==> config.mk <==
export PLATFORM = sky130hd
export DESIGN_NAME = knn_grid_scan
export DESIGN_NICKNAME = d
export VERILOG_FILES = /design/src/rtl/knn_grid_scan.sv
export SDC_FILE = /design/constraint.sdc
export NUM_CORES = 1
export LEC_CHECK = 0
export ABC_AREA = 1
export BUFFER_PORTS_ARGS = -buffer_cell sky130_fd_sc_hd__clkbuf_2
export CELL_PAD_IN_SITES_DETAIL_PLACEMENT = 1
export CELL_PAD_IN_SITES_GLOBAL_PLACEMENT = 1
export CORE_MARGIN = 2
export CORE_UTILIZATION = 30
export DETAILED_ROUTE_END_ITERATION = 8
export PLACE_DENSITY = 0.64
export SLEW_MARGIN = 10
export SYNTH_ARGS = -nofsm -noshare
export SYNTH_HDL_FRONTEND = slang
export SYNTH_SLANG_ARGS = --single-unit
==> constraint.sdc <==
create_clock -name clk_en -period 5.97 [get_ports clk_en]
set_input_delay 1.194 -clock clk_en [delete_from_list [all_inputs] [get_ports clk_en]]
set_output_delay 1.194 -clock clk_en [all_outputs]
set_load 0.01 [all_outputs]
==> src/rtl/knn_grid_scan.sv <==
// knn_grid_scan: splits a corner-defined bounding box into a GRID_W x GRID_H grid and streams
// cell centres (mode 0) or pixels with their owning cell (mode 1). Optional abort input: KNN_ABORT_EN.
module knn_grid_scan #(
    parameter int COORD_W     = 10,
    parameter int GRID_W_LOG2 = 2,
    parameter int GRID_H_LOG2 = 2,
    parameter int CNT_W       = 4
) (
    input  logic               clk_en,
    input  logic               reset,
    input  logic               dic_end,
    input  logic               knn_en,
    input  logic               mode_i,
    input  logic [COORD_W-1:0] postion_lu_x,
    input  logic [COORD_W-1:0] postion_lu_y,
    input  logic [COORD_W-1:0] postion_rd_x,
    input  logic [COORD_W-1:0] postion_rd_y,
    input  logic               out_ready,
`ifdef KNN_ABORT_EN
    input  logic               knn_abort_i,
`endif
    output logic               out_valid,
    output logic [COORD_W-1:0] i_o,
    output logic [COORD_W-1:0] j_o,
    output logic [CNT_W-1:0]   cnt_w_o,
    output logic [CNT_W-1:0]   cnt_h_o,
    output logic [COORD_W-1:0] wid_center_o,
    output logic [COORD_W-1:0] hei_center_o,
    output logic               busy_o,
    output logic               err_o,
    output logic               knn_fin_o
);
    localparam int BW = COORD_W + 1;
    localparam logic [CNT_W-1:0] LAST_COL = CNT_W'((1 << GRID_W_LOG2) - 1);
    localparam logic [CNT_W-1:0] LAST_ROW = CNT_W'((1 << GRID_H_LOG2) - 1);

    typedef enum logic [1:0] {IDLE, SETUP, SCAN, DONE} state_t;
    state_t state;

    logic               knn_en_q;
    logic               mode_q;
    logic               primed;
    logic [COORD_W-1:0] lu_x_q, lu_y_q, rd_x_q, rd_y_q;
    logic [COORD_W-1:0] x_min, y_min, x_max, y_max;
    logic [BW-1:0]      cell_w, cell_h;
    logic [BW-1:0]      sub_x, sub_y;

    logic [COORD_W-1:0] g_x_min, g_x_max, g_y_min, g_y_max;
    logic [BW-1:0]      g_box_w, g_box_h;

    always_comb begin
        g_x_min = (lu_x_q < rd_x_q) ? lu_x_q : rd_x_q;
        g_x_max = (lu_x_q < rd_x_q) ? rd_x_q : lu_x_q;
        g_y_min = (lu_y_q < rd_y_q) ? lu_y_q : rd_y_q;
        g_y_max = (lu_y_q < rd_y_q) ? rd_y_q : lu_y_q;
        g_box_w = BW'(g_x_max) - BW'(g_x_min) + BW'(1);
        g_box_h = BW'(g_y_max) - BW'(g_y_min) + BW'(1);
    end

    logic [COORD_W-1:0] base_cx, base_cy, step_cx, step_cy;
    logic [COORD_W-1:0] n_i, n_j, n_cx, n_cy;
    logic [CNT_W-1:0]   n_cw, n_ch;
    logic [BW-1:0]      n_sx, n_sy;
    logic               col_last, row_last, is_last;

    // Successor of the beat currently on the outputs; centres advance by adding cell sizes.
    always_comb begin
        base_cx  = COORD_W'(BW'(x_min) + (cell_w >> 1));
        base_cy  = COORD_W'(BW'(y_min) + (cell_h >> 1));
        step_cx  = COORD_W'(BW'(wid_center_o) + cell_w);
        step_cy  = COORD_W'(BW'(hei_center_o) + cell_h);
        col_last = (cnt_w_o == LAST_COL);
        row_last = (cnt_h_o == LAST_ROW);
        is_last  = 1'b0;
        n_i      = i_o;
        n_j      = j_o;
        n_cx     = wid_center_o;
        n_cy     = hei_center_o;
        n_cw     = cnt_w_o;
        n_ch     = cnt_h_o;
        n_sx     = sub_x;
        n_sy     = sub_y;
        if (!mode_q) begin
            is_last = col_last && row_last;
            if (!col_last) begin
                n_cw = cnt_w_o + CNT_W'(1);
                n_cx = step_cx;
            end else begin
                n_cw = '0;
                n_cx = base_cx;
                n_ch = cnt_h_o + CNT_W'(1);
                n_cy = step_cy;
            end
            n_i = n_cx;
            n_j = n_cy;
        end else begin
            is_last = (i_o == x_max) && (j_o == y_max);
            if (i_o != x_max) begin
                n_i = i_o + COORD_W'(1);
                // The last column absorbs the remainder pixels, so its sub-counter keeps running.
                if (sub_x == cell_w - BW'(1) && !col_last) begin
                    n_sx = '0;
                    n_cw = cnt_w_o + CNT_W'(1);
                    n_cx = step_cx;
                end else begin
                    n_sx = sub_x + BW'(1);
                end
            end else begin
                n_i  = x_min;
                n_sx = '0;
                n_cw = '0;
                n_cx = base_cx;
                n_j  = j_o + COORD_W'(1);
                if (sub_y == cell_h - BW'(1) && !row_last) begin
                    n_sy = '0;
                    n_ch = cnt_h_o + CNT_W'(1);
                    n_cy = step_cy;
                end else begin
                    n_sy = sub_y + BW'(1);
                end
            end
        end
    end

    always_ff @(posedge clk_en) begin
        if (reset) begin
            state        <= IDLE;
            knn_en_q     <= 1'b0;
            mode_q       <= 1'b0;
            primed       <= 1'b0;
            lu_x_q       <= '0;
            lu_y_q       <= '0;
            rd_x_q       <= '0;
            rd_y_q       <= '0;
            x_min        <= '0;
            y_min        <= '0;
            x_max        <= '0;
            y_max        <= '0;
            cell_w       <= '0;
            cell_h       <= '0;
            sub_x        <= '0;
            sub_y        <= '0;
            out_valid    <= 1'b0;
            i_o          <= '0;
            j_o          <= '0;
            cnt_w_o      <= '0;
            cnt_h_o      <= '0;
            wid_center_o <= '0;
            hei_center_o <= '0;
            busy_o       <= 1'b0;
            err_o        <= 1'b0;
            knn_fin_o    <= 1'b0;
        end else begin
            knn_en_q  <= knn_en;
            err_o     <= 1'b0;
            knn_fin_o <= 1'b0;
            unique case (state)
                IDLE: begin
                    if (knn_en && !knn_en_q && dic_end) begin
                        lu_x_q <= postion_lu_x;
                        lu_y_q <= postion_lu_y;
                        rd_x_q <= postion_rd_x;
                        rd_y_q <= postion_rd_y;
                        mode_q <= mode_i;
                        busy_o <= 1'b1;
                        state  <= SETUP;
                    end
                end
                SETUP: begin
                    x_min  <= g_x_min;
                    x_max  <= g_x_max;
                    y_min  <= g_y_min;
                    y_max  <= g_y_max;
                    cell_w <= g_box_w >> GRID_W_LOG2;
                    cell_h <= g_box_h >> GRID_H_LOG2;
                    primed <= 1'b0;
                    state  <= SCAN;
                end
                SCAN: begin
                    // First SCAN cycle consumes the registered geometry: reject or load beat 0.
                    if (!primed) begin
                        primed <= 1'b1;
                        if (cell_w == '0 || cell_h == '0) begin
                            err_o     <= 1'b1;
                            knn_fin_o <= 1'b1;
                            state     <= DONE;
                        end else begin
                            out_valid    <= 1'b1;
                            i_o          <= mode_q ? x_min : base_cx;
                            j_o          <= mode_q ? y_min : base_cy;
                            cnt_w_o      <= '0;
                            cnt_h_o      <= '0;
                            wid_center_o <= base_cx;
                            hei_center_o <= base_cy;
                            sub_x        <= '0;
                            sub_y        <= '0;
                        end
                    end else if (out_ready) begin
                        if (is_last) begin
                            out_valid <= 1'b0;
                            knn_fin_o <= 1'b1;
                            state     <= DONE;
                        end else begin
                            i_o          <= n_i;
                            j_o          <= n_j;
                            cnt_w_o      <= n_cw;
                            cnt_h_o      <= n_ch;
                            wid_center_o <= n_cx;
                            hei_center_o <= n_cy;
                            sub_x        <= n_sx;
                            sub_y        <= n_sy;
                        end
                    end
                end
                DONE: begin
                    busy_o <= 1'b0;
                    state  <= IDLE;
                end
            endcase
`ifdef KNN_ABORT_EN
            if (knn_abort_i && (state == SETUP || state == SCAN)) begin
                out_valid <= 1'b0;
                err_o     <= 1'b0;
                knn_fin_o <= 1'b0;
                busy_o    <= 1'b0;
                state     <= IDLE;
            end
`endif
        end
    end
endmodule

# Yosys cells after proc, flatten, opt, wreduce, memory -nomap -nowiden
# Index checks and enable logic that the tools add are counted.
totals:
  elab_cells: 177
  regBits: 177
  inputBits: 46
  output_inout_bits: 52
op_classes:
  n_mux: 80
  n_reduce_logical: 28
  magnitude_cmp: 2
  bitwise: 1
  add_sub_neg: 16
  n_eq_ne: 24
op_table:
  columns: ["op", "n"]
  rows:
  - ["10-bit two-way mux", 34]
  - ["11-bit two-way mux", 13]
  - ["4-bit two-way mux", 15]
  - ["11-bit by 1-bit adder with 11-bit output, second input constant", 4]
  - ["11-bit equality test", 2]
  - ["11-bit zero test", 2]
  - ["10-bit by 10-bit subtractor with 11-bit output", 2]
  - ["10-bit by 1-bit adder with 10-bit output, second input constant", 2]
  - ["10-bit by 8-bit adder with 10-bit output", 2]
  - ["10-bit by 9-bit adder with 10-bit output", 2]
  - ["10-bit equality test", 2]
  - ["10-bit < comparator", 2]
  - ["9-bit by 1-bit subtractor with 10-bit output, second input constant", 2]
  - ["5-bit AND reduction", 3]
  - ["2-bit != test, second input constant", 6]
  - ["3-bit != test, second input constant", 4]
  - ["4-bit AND reduction", 3]
  - ["6-bit AND reduction", 2]
  - ["1-bit two-way mux", 10]
  - ["2-bit two-way mux", 5]
  - ["10-bit != test", 1]
  - ["4-bit by 1-bit adder with 4-bit output, second input constant", 2]
  - ["4-bit by 2-bit equality test with 1-bit output, second input constant", 2]
  - ["2-bit case mux with 4 select lines", 1]
  - ["16 further kinds", 28]

# Depth between registers and ports, before layout
# Gate-level depths: netlist of run 1.
depth:
  word_depth: 9
  mapped_depth: 26
  ltp_nobuf: 24

# Worst setup path before layout of run 1
# No wires, ideal clock.
synth_path:
  path_type: "reg2reg"
  from: "register rd_y_q[9]"
  to: "register cell_h[7]"
  path_buffers: 2
  setup_ns: 0.115
  synth_period_minus_slack_ns: 3.223
  path_stages_with_launch: 22
  required_ns: 5.855
  path_slack_ns: 2.747
  arrival_time_ns: 3.108
  path_cell_list: "dfxtp_1 inv_1 ha_1 nand2_1 nor2_1 nand3_1 nand3_1 buf_2 clkbuf_1 nand2_1 o21ai_0 nor2_1 fa_1 o21ai_0 a21oi_1 o21bai_1 a21o_1 nand2_1 nand2_1 nor2_1 o21ai_0 inv_1"
synth_via:
  elab_chain_cells: 4
  word_cells_on_any_way: 5
  classes_between: "add/sub: 2; order compare: 1; mux: 2"
synth_lines:
  columns: ["element", "line_no", "source"]
  rows:
  - ["start: declaration", "43", "logic [COORD_W-1:0] lu_x_q, lu_y_q, rd_x_q, rd_y_q;"]
  - ["start signal: assignment", "163", "rd_y_q <= postion_rd_y;"]
  - ["10-bit < comparator", "54, 55", null]
  - ["10-bit two-way mux, on equally long branches", "55, 54", null]
  - ["10-bit by 10-bit subtractor with 11-bit output *", "57", "g_box_h = BW'(g_y_max) - BW'(g_y_min) + BW'(1);"]
  - ["11-bit by 1-bit adder with 11-bit output *", "57", null]
  - ["end signal: assignment", "175", "cell_h <= g_box_h >> GRID_H_LOG2;"]
  - ["end: declaration", "45", "logic [BW-1:0] cell_w, cell_h;"]
# Every way passes the cells marked *; elsewhere a longest branch is shown, timed or not.
# A chain may end at the register's enable or synchronous reset.

# Worst setup path in the final report of run 1
# Ends and elaborated chain as after synthesis.

==> results.toml, run 1 <==
[outcome]
outcome = "completed"

[placed_design]
gp_congestion = 0.827
buffer_ports.inserted = 97
placed_area_um2 = 13500
dpl.cell_count = 2487
dpl.hpwl_um = 33500
pre_cts_ws_ns = 1.63

[routing]
drtIter0Drc = 581
wire_per_inst_um = 17.3
routed_wl_um = 43600
vias = 12600
firstDrtPassIters = 5
drtAntennaViolNets = 0
via_per_inst = 5.00
drc = 0

[layout]
fin_util_pct = 34.3
fin_nets = 2106
syn_to_final_growth_pct = 12.1
drive_gt1_share_pct = 9.11
fin_area_um2 = 14100
finalNonFillerCells = 2520

[clocking]
clk-insertion-delay-late_ns = 0.46
ctsHtreeMaxLevel = 4
cts_setup_buffers = 0
ctsResizeCount = 0
clk_transition_reported_paths_ns = 0.07
tritoncts.num_buffers = 17
cts_tree = "done"
clk_path_buf_depth = 2
hold_buffers = 0
cts.sinks = 177
root_buffer = "clkbuf_16"

[sta]
rsz0062_at_grt = "no"
period_needed_ns = 4.31
hold_viol_final = 0
maxSlewHeadroom_pct = 25.3
setup_viol = 0
worstMarginPinSlew_ns = 1.12
fin_crit_sh_pct = 72.2
max_freq_mhz = 232
fin_skew_ns = 0.0122
maxSlewViolCount = 0
finalSetupTns_ns = 0
fin_ws_ns = 1.66

[yosys]
synth_edf_count = 0
yosys_warnings = 0
synthDistinctLibCells = 52
netlist_instances = 1923
synth.cell_area_um2 = 12500
synth_area_leaders = "dfxtp_1 (28%), nand2_1 (12%), o21ai_0 (8.3%), ha_1 (8.0%), inv_1 (7.3%)"
yosysSeqAreaShare_pct = 28.2
synth_fp_nets = 2055
yosysMostFrequentCell = "nand2_1"
ys.flop_type = "dfxtp_1"
synthArstFlopShare_pct = 0
yosys-top-cells-count = "nand2_1 (411), inv_1 (244), o21ai_0 (208)"
yosys.area.top_type = "dfxtp_1"
ys_ff_latch = 177
syn_area_per_cell_um2 = 6.52
yosys.area.top_type_share_pct = 28.2

[critical_path]
rrSetupSlack_ns = 1.66
crit_arrival_ns = 4.66
crit_buf_inv = 2
cp_data_required_time_ns = 6.32
critPathSlowestCell = "nand3_1"
cp_top_family = "compound AO/OA/AOI/OAI gates"
worstPathCellList = "inv_1 > ha_1 > a21o_1 > nor2_1 > nand3_1 > o21ai_0 > nor2_1 > fa_1 > o21ai_0 > a21oi_1 > o21bai_1 > a21o_1 > nand2_1 > nand2_1 > nor2_1 > o21ai_0 > inv_1"
cp_max_fo = 38
endpoint_kind = "register"
cp-start-kind = "register"
critPathMaxStageDelay_ns = 0.79
critPathLaunch = "rd_y_q[9]$_SDFFE_PP0P_"
r2r-start = "rd_y_q[9]$_SDFFE_PP0P_"
path_class = "register to register"

[power]
powerDensity_nw_per_um2 = 554
p_leak_nw = 6.46
peakVddDrop_uv = 191

[floorplanning]
dieArea_um2 = 43500
fp-row-count = 74
die_w_um = 209
die-height_um = 209
ios = 98
coreArea_um2 = 41000
initial_utilization_pct = 30.6

[global_routing]
grt_max_degree = 70
grt_usage_pct = 20.1
gr-total-overflow = 0
grt_pass1_vias = 12600
antenna_found_initial = 0
grt_pass1_wl_um = 69400

[job]
cap_viol_max_count = 0

[worst_hold_path]
worstHoldStart = "out_valid$_SDFFE_PP0P_"
hold_path_class = "register to register"
## area by class of cell
cell class	instances	area, um2
tap	532	666
clock buffer	18	429
antenna	1	2.50
inverter	260	978
sequential	177	3540
timing repair buffer	106	553
clock inverter	14	180
fill	5277	26900
multi-input combinational	1412	7720
## state kept, by name, summed over array words and instances, names as in the netlist, 10 cells and up
register	cells
sub_y	11
y_min	10
y_max	10
lu_x_q	10
x_min	10
i_o	10
lu_y_q	10
sub_x	11
x_max	10
hei_center_o	10
wid_center_o	10
j_o	10
rd_x_q	10
rd_y_q	10
## worst register-to-register path: stages (launching register included)
cell and delay (ns):
dfxtp_1 0.33, inv_1 0.07, ha_1 0.31, a21o_1 0.18, nor2_1 0.18, nand3_1 0.79
o21ai_0 0.58, nor2_1 0.15, fa_1 0.45, o21ai_0 0.31, a21oi_1 0.12, o21bai_1 0.23
a21o_1 0.15, nand2_1 0.05, nand2_1 0.08, nor2_1 0.04, o21ai_0 0.15, inv_1 0.05
## per-layer routing
metal  vias to the layer above  share of wire [%]  GRT usage, %
li1                       6404                  -             -
met1                      5977                 53          29.8
met2                       190                 42          30.5
met3                        36                3.5          2.61
met4                         0                1.5          5.38
met5                         -                  0             0
## layout by cell type, fill, tap and decap left out, drive strengths merged
cell type	count
a32oi	1
a22oi	4
and3	1
clkinv	8
a21boi	1
nor2	198
a211oi	3
o21bai	8
fa	6
a221oi	1
buf	9
bufinv	3
clkbuf	115
diode	1
a21oi	160
nand3b	5
clkinvlp	4
xor2	57
nand2	421
o22ai	6
dfxtp	177
ha	80
o221ai	3
and2	1
o211ai	35
inv	259
xnor2	26
a2bb2oi	1
nand4	26
a31oi	14
nor3	20
or2	5
nor4	1
o21ai	218
a21o	6
nor3b	6
o21a	2
o31ai	1
nand3	95
## cells by family (layout without fill, tap and decap cells)
logic type | count (synthesis) | in the layout | share of synthesized area [%]
AND/OR/NAND/NOR | 779 | 779 | 26.6
AO/OA/AOI/OAI | 464 | 464 | 20.1
buffers and inverters | 334 | 398 | 10.3
flip-flops | 177 | 177 | 28.2
adder cells (fa/ha/maj) | 86 | 86 | 8.94
XOR/XNOR | 83 | 83 | 5.79
other | 0 | 1 | 0
## path summary, 6_finish.rpt
check / endpoint / cells after the start
setup / recovery: cell_h[7]$_SDFFE_PP0N_ / 17
setup reg to reg: cell_h[7]$_SDFFE_PP0N_ / 17
hold reg to reg: out_valid$_SDFFE_PP0P_ / 2
hold / removal: out_valid$_SDFFE_PP0P_ / 2
## power breakdown
part           switching, mW  leakage [nW]  internal [mW]
Sequential             0.435          1.44           1.48
Combinational           3.09          4.73           1.57
Clock                  0.552         0.285          0.666
## through the flow
stage	power (mW)	hold WS, ns
finish	7.79	0.465
global placement	6.46	0.446
CTS	7.84	0.462
floorplan	5.20	0.456
detailed placement	6.58	0.451
global route	8.56	0.485
No activity file was read; power rests on OpenSTA's default activity.
==> run 2, diff against run 1 <==
--- a/config.mk
+++ b/config.mk
@@ -5,14 +5,14 @@
 export SDC_FILE = /design/constraint.sdc
 export NUM_CORES = 1
 export LEC_CHECK = 0
-export ABC_AREA = 1
+export ABC_AREA = 0
 export BUFFER_PORTS_ARGS = -buffer_cell sky130_fd_sc_hd__clkbuf_2
 export CELL_PAD_IN_SITES_DETAIL_PLACEMENT = 1
 export CELL_PAD_IN_SITES_GLOBAL_PLACEMENT = 1
 export CORE_MARGIN = 2
 export CORE_UTILIZATION = 30
 export DETAILED_ROUTE_END_ITERATION = 8
-export PLACE_DENSITY = 0.64
+export PLACE_DENSITY = 0.62
 export SLEW_MARGIN = 10
 export SYNTH_ARGS = -nofsm -noshare
 export SYNTH_HDL_FRONTEND = slang
==> constraint.sdc (replaced) <==
create_clock -name clk_en -period 4.4 [get_ports clk_en]
set_input_delay 0.88 -clock clk_en [delete_from_list [all_inputs] [get_ports clk_en]]
set_output_delay 0.88 -clock clk_en [all_outputs]
set_load 0.01 [all_outputs]
==> run 2 against run 1 <==
Compared with the run above:
- critical path depth up 1
- cell count down 15%
- sequential share of layout area up 0.84 points
- clock power up 35%
- cell area down 3.2%
- first-iteration DRC count up 14%
- sequential cell count unchanged
- highest routed layer unchanged
==> results.toml, run 2 <==
[outcome]
outcome = "completed"

[job]
cap_viol_max_count = 0

[yosys]
yosysSeqAreaShare_pct = 29.8
synth_area_leaders = "dfxtp_1 (30%), ha_1 (8.4%), nand2_1 (7.5%), nor2_1 (5.6%), xnor2_1 (5.4%)"
synth.cell_area_um2 = 11900
yosys_warnings = 0
ys_ff_latch = 177
yosys.area.top_type = "dfxtp_1"
synthDistinctLibCells = 70
yosys.area.top_type_share_pct = 29.8
yosysMostFrequentCell = "nand2_1"
syn_area_per_cell_um2 = 7.73
synth_fp_nets = 1669
yosys-top-cells-count = "nand2_1 (238), dfxtp_1 (177), nor2_1 (176)"
netlist_instances = 1537
synth_edf_count = 0
ys.flop_type = "dfxtp_1"
synthArstFlopShare_pct = 0

[clocking]
clk_transition_reported_paths_ns = 0.07
ctsHtreeMaxLevel = 4
clk-insertion-delay-late_ns = 0.46
hold_buffers = 0
tritoncts.num_buffers = 17
root_buffer = "clkbuf_16"
cts.sinks = 177
cts_setup_buffers = 0
clk_path_buf_depth = 2
ctsResizeCount = 0
cts_tree = "done"

[floorplanning]
die_w_um = 203
initial_utilization_pct = 30.6
die-height_um = 203
dieArea_um2 = 41200
fp-row-count = 72
ios = 98
coreArea_um2 = 38800

[critical_path]
critPathMaxStageDelay_ns = 0.42
cp_max_fo = 20
crit_arrival_ns = 4.18
critPathSlowestCell = "a2111oi_0"
cp_data_required_time_ns = 4.71
worstPathCellList = "inv_1 > ha_1 > a21o_1 > a2111oi_0 > o211ai_1 > nand2_1 > buf_4 > nand2_1 > o21ai_0 > ha_1 > a21o_1 > a21oi_1 > o21bai_1 > a21oi_1 > o21bai_1 > a21oi_1 > xor2_1 > o22ai_1"
cp-start-kind = "register"
critPathMostFrequentCell = "a21oi_1"
crit_buf_inv = 2
path_class = "register to register"
endpoint_kind = "register"
cp_top_family = "compound AO/OA/AOI/OAI gates"
critPathLaunch = "rd_x_q[7]$_SDFFE_PP0P_"
r2r-start = "rd_x_q[7]$_SDFFE_PP0P_"
rrSetupSlack_ns = 0.53

[placed_design]
gp_congestion = 0.844
dpl.hpwl_um = 30400
buffer_ports.inserted = 97
pre_cts_ws_ns = 0.568
placed_area_um2 = 13000

[power]
pwr-share-comb_pct = 51.1
clockPowerShare_pct = 19.9
pwr-share-seq_pct = 29.0
intPower_mw = 4.58
p_sw_share_pct = 44.6
powerDensity_nw_per_um2 = 608
p_leak_nw = 5.34
peakVddDrop_uv = 413
p_total_mw = 8.28
p_switching_mw = 3.70

[layout]
reg_top3 = "sub_x x11, sub_y x11"
final_common_cell = "nand2_1"
fin_area_um2 = 13600
drive_gt1_share_pct = 12.2
layout_common_cells = "nand2_1 (238), nor2_1 (176), dfxtp_1 (176), a21oi_1 (112), clkbuf_2 (96)"
fin_nets = 1740
syn_to_final_growth_pct = 14.6
antenna_cells = 0

[sta]
worstMarginPinSlew_ns = 0.998
setup_viol = 0
fin_crit_sh_pct = 88.0
maxSlewHeadroom_pct = 33.5
maxSlewViolCount = 0
fin_skew_ns = 0.0137
period_needed_ns = 3.87
rsz0062_at_grt = "no"
finalSetupTns_ns = 0
fin_ws_ns = 0.528
hold_viol_final = 0
max_freq_mhz = 258

[global_routing]
grt_usage_pct = 19.3
grt_pass1_vias = 11200
gr-total-overflow = 0
antenna_found_initial = 0
grt_pass1_wl_um = 63100
grt_max_degree = 89

[routing]
drtIter0Drc = 665
wire_per_inst_um = 18.4
drc = 0
vias = 11200
firstDrtPassIters = 4
routed_wl_um = 39400
drtAntennaViolNets = 0
via_per_inst = 5.23

[worst_hold_path]
hold_path_class = "register to register"
worstHoldStart = "rd_x_q[7]$_SDFFE_PP0P_"
==> run 2: changes by cell type after synthesis, moves of 47 or more <==
cell / previous run / this run
a21oi_1: 159 / 112
xnor2_1: 26 / 73
nand2_1: 411 / 238
nand3_1: 93 / 41
o21ai_0: 208 / 82
inv_1: 244 / 56
==> run 2: routing by layer <==
metal / track usage [%] / wire [um] / vias to the layer above
met5: 0 / 0 / -
met4: 4.41 / 492 / 0
met3: 2.92 / 1270 / 28
met2: 30.1 / 17200 / 166
met1: 28.0 / 20500 / 5433
li1: - / - / 5558
==> run 2: worst paths after layout <==
path                                               end  cells past startpoint
worst max register to register  cell_w[7]$_SDFFE_PP0N_                     18
worst min register to register  rd_x_q[7]$_SDFFE_PP0P_                      2
worst max-delay path            cell_w[7]$_SDFFE_PP0N_                     18
worst min-delay path            rd_x_q[7]$_SDFFE_PP0P_                      2
==> run 2: through the flow <==
stage / hold WS [ns] / util, % / instances
after floorplan: 0.463 / - / 1537
after global placement: 0.478 / 33.5 / 2107
after detailed placement: 0.481 / 33.5 / 2107
after CTS: 0.492 / 35.1 / 2139
after global routing: 0.526 / 35.1 / 2139
final: 0.488 / 35.1 / 2139
==> run 2: cells by family after synthesis <==
logic type | share of synthesized area, %
buf+inv | 4.36
simple gates | 22.8
mux | 4.53
xor+xnor | 8.92
fa+ha+maj | 9.44
flops | 29.8
compound gates | 20.1
==> run 2: power by group through the flow <==
stage / Sequential, mW / Clock [mW] / Combinational (mW)
finish: 2.40 / 1.65 / 4.23
CTS: 2.40 / 1.70 / 4.23
floorplan: 2.24 / 0 / 3.12
global route: 2.45 / 1.75 / 4.75
detailed placement: 2.44 / 0 / 4.20
global placement: 2.43 / 0 / 4.10
==> run 2: layout make-up <==
type / count / area (um2)
clock buffer: 18 / 439
fill: 4732 / 25200
timing repair buffer: 131 / 743
clock inverter: 14 / 179
sequential: 177 / 3540
tap: 518 / 648
multi-input combinational: 1224 / 7850
inverter: 57 / 214
==> run 2: tightest hold or removal path: cells and delay by family (launching register included) <==
family / cells / cell delay, ns
flops: 1 / 0.33
simple gates: 1 / 0.06
compound gates: 1 / 0.05
==> run 3, diff against run 2 <==
--- a/config.mk
+++ b/config.mk
@@ -13,6 +13,8 @@
 export CORE_UTILIZATION = 30
 export DETAILED_ROUTE_END_ITERATION = 8
 export PLACE_DENSITY = 0.62
+export RECOVER_POWER = 25
+export SETUP_SLACK_MARGIN = 0.1
 export SLEW_MARGIN = 10
 export SYNTH_ARGS = -nofsm -noshare
 export SYNTH_HDL_FRONTEND = slang
==> run 3 against run 2 <==
Compared with the run above:
- the flow now finishes with violations (max-capacitance violations, max-slew violations)
- non-clock buffer count is the same
- cell count stayed put
- hold slack got worse by 0.0015 ns
- fmax fell by 0.83%
- sequential power barely moved
- first-iteration DRC count down 3.9%
- critical path depth did not move
- via count grew 0.13%
- register-to-register slack got worse by 0.03 ns
- sequential share of layout area grew 0.094 points
==> results.toml, run 3 (same netlist as run 2, synthesis figures left out) <==
[outcome]
outcome = "finished, violations left"
violations = "max-capacitance violations, max-slew violations"

[floorplanning]
dieArea_um2 = 41200
initial_utilization_pct = 30.6
ios = 98
die-height_um = 203
fp-row-count = 72
die_w_um = 203
coreArea_um2 = 38800

[critical_path]
critPathMaxStageDelay_ns = 0.42
cp_max_fo = 20
cp_data_required_time_ns = 4.68
r2r.worst_path.cells = 18
critPathMostFrequentCell = "a21oi_1"
crit_cells = 18
endpoint_kind = "register"
cp_top_family = "compound AO/OA/AOI/OAI gates"
crit_arrival_ns = 4.19
rrSetupSlack_ns = 0.50
critPathSlowestCell = "a2111oi_0"
worstPathCellList = "inv_1 > ha_1 > a21o_1 > a2111oi_0 > o211ai_1 > nand2_1 > buf_4 > nand2_1 > o21ai_0 > ha_1 > a21o_1 > a21oi_1 > o21bai_1 > a21oi_1 > o21bai_1 > a21oi_1 > xor2_1 > o22ai_1"
path_class = "register to register"
crit_buf_inv = 2
cp-start-kind = "register"

[sta]
period_needed_ns = 3.90
setup_viol = 0
fin_ws_ns = 0.496
hold_viol_final = 0
finalSetupTns_ns = 0
maxSlewViolCount = 74
rsz0062_at_grt = "no"
fin_skew_ns = 0.0122
maxSlewHeadroom_pct = -11.9
worstMarginPinSlew_ns = 1.68
fin_crit_sh_pct = 88.7
max_freq_mhz = 256

[global_routing]
antenna_found_initial = 0
grt_usage_pct = 19.3
grt_max_degree = 89
grt_pass1_vias = 11200
gr-total-overflow = 0
grt_pass1_wl_um = 63100

[power]
p_leak_nw = 5.22
p_total_mw = 8.28
peakVddDrop_uv = 415
powerDensity_nw_per_um2 = 610

[job]
cap_viol_max_count = 1

[placed_design]
placed_area_um2 = 13000
pre_cts_ws_ns = 0.568
dpl.hpwl_um = 30400
buffer_ports.inserted = 97
gp_congestion = 0.844

[layout]
syn_to_final_growth_pct = 14.2
layout_common_cells = "nand2_1 (238), nor2_1 (176), dfxtp_1 (176), a21oi_1 (112), o21ai_0 (82)"
reg_top3 = "sub_x x11, sub_y x11"
drive_gt1_share_pct = 9.99
fin_area_um2 = 13600
fin_util_pct = 34.9
antenna_cells = 0
fin_nets = 1740
final_common_cell = "nand2_1"

[clocking]
clk-insertion-delay-late_ns = 0.46
hold_buffers = 0
ctsResizeCount = 0
tritoncts.num_buffers = 17
cts_setup_buffers = 0
clk_transition_reported_paths_ns = 0.07
cts.sinks = 177
ctsHtreeMaxLevel = 4
root_buffer = "clkbuf_16"
cts_tree = "done"
clk_path_buf_depth = 2

[routing]
firstDrtPassIters = 5
drc = 0
routed_wl_um = 39600
vias = 11200
wire_per_inst_um = 18.5
drtAntennaViolNets = 0
drtIter0Drc = 639
via_per_inst = 5.24

[worst_hold_path]
whs_path_depth = 2
hold_path_class = "register to register"
run 3: final timing paths:
kind,start,to
max reg2reg,rd_x_q[7]$_SDFFE_PP0P_,cell_w[7]$_SDFFE_PP0N_
min,rd_x_q[7]$_SDFFE_PP0P_,rd_x_q[7]$_SDFFE_PP0P_
max,rd_x_q[7]$_SDFFE_PP0P_,cell_w[7]$_SDFFE_PP0N_
min reg2reg,rd_x_q[7]$_SDFFE_PP0P_,rd_x_q[7]$_SDFFE_PP0P_
run 3: area by class of cell:
type	count	area, um2
fillers	4740	25300
multi-input cells	1224	7850
flip-flops and latches	177	3540
repair buffers	131	694
well taps	518	648
clock buffers	18	439
inverters	57	214
clock inverters	14	179
run 3: where the power goes:
group | internal [mW] | total, mW | leakage (nW) | switching, mW
Clock | 0.917 | 1.65 | 0.299 | 0.729
Sequential | 1.91 | 2.41 | 1.44 | 0.494
Combinational | 1.74 | 4.22 | 3.49 | 2.48
run 3: worst register-to-register path, stage by stage (launching register included):
cell	delay, ns
dfxtp_1	0.36
inv_1	0.07
ha_1	0.31
a21o_1	0.19
a2111oi_0	0.42
o211ai_1	0.17
nand2_1	0.11
buf_4	0.25
nand2_1	0.10
o21ai_0	0.18
ha_1	0.31
a21o_1	0.19
a21oi_1	0.22
o21bai_1	0.09
a21oi_1	0.23
o21bai_1	0.09
a21oi_1	0.19
xor2_1	0.16
o22ai_1	0.09
run 3: stage by stage:
step,instances,hold WS [ns]
3_5_place_dp,2107,0.481
3_3_place_gp,2107,0.478
4_1_cts,2139,0.492
5_1_grt,2139,0.526
2_1_floorplan,1537,0.463
6_report,2139,0.487
run 3: layer usage:
layer  track usage [%]  vias to the layer above  part of all wire, %
met5                 0                        -                    0
met4              4.41                        0                  1.2
met3              2.92                       27                  3.2
met2              30.1                      159                   44
met1              28.0                     5458                   52
li1                  -                     5555                    -
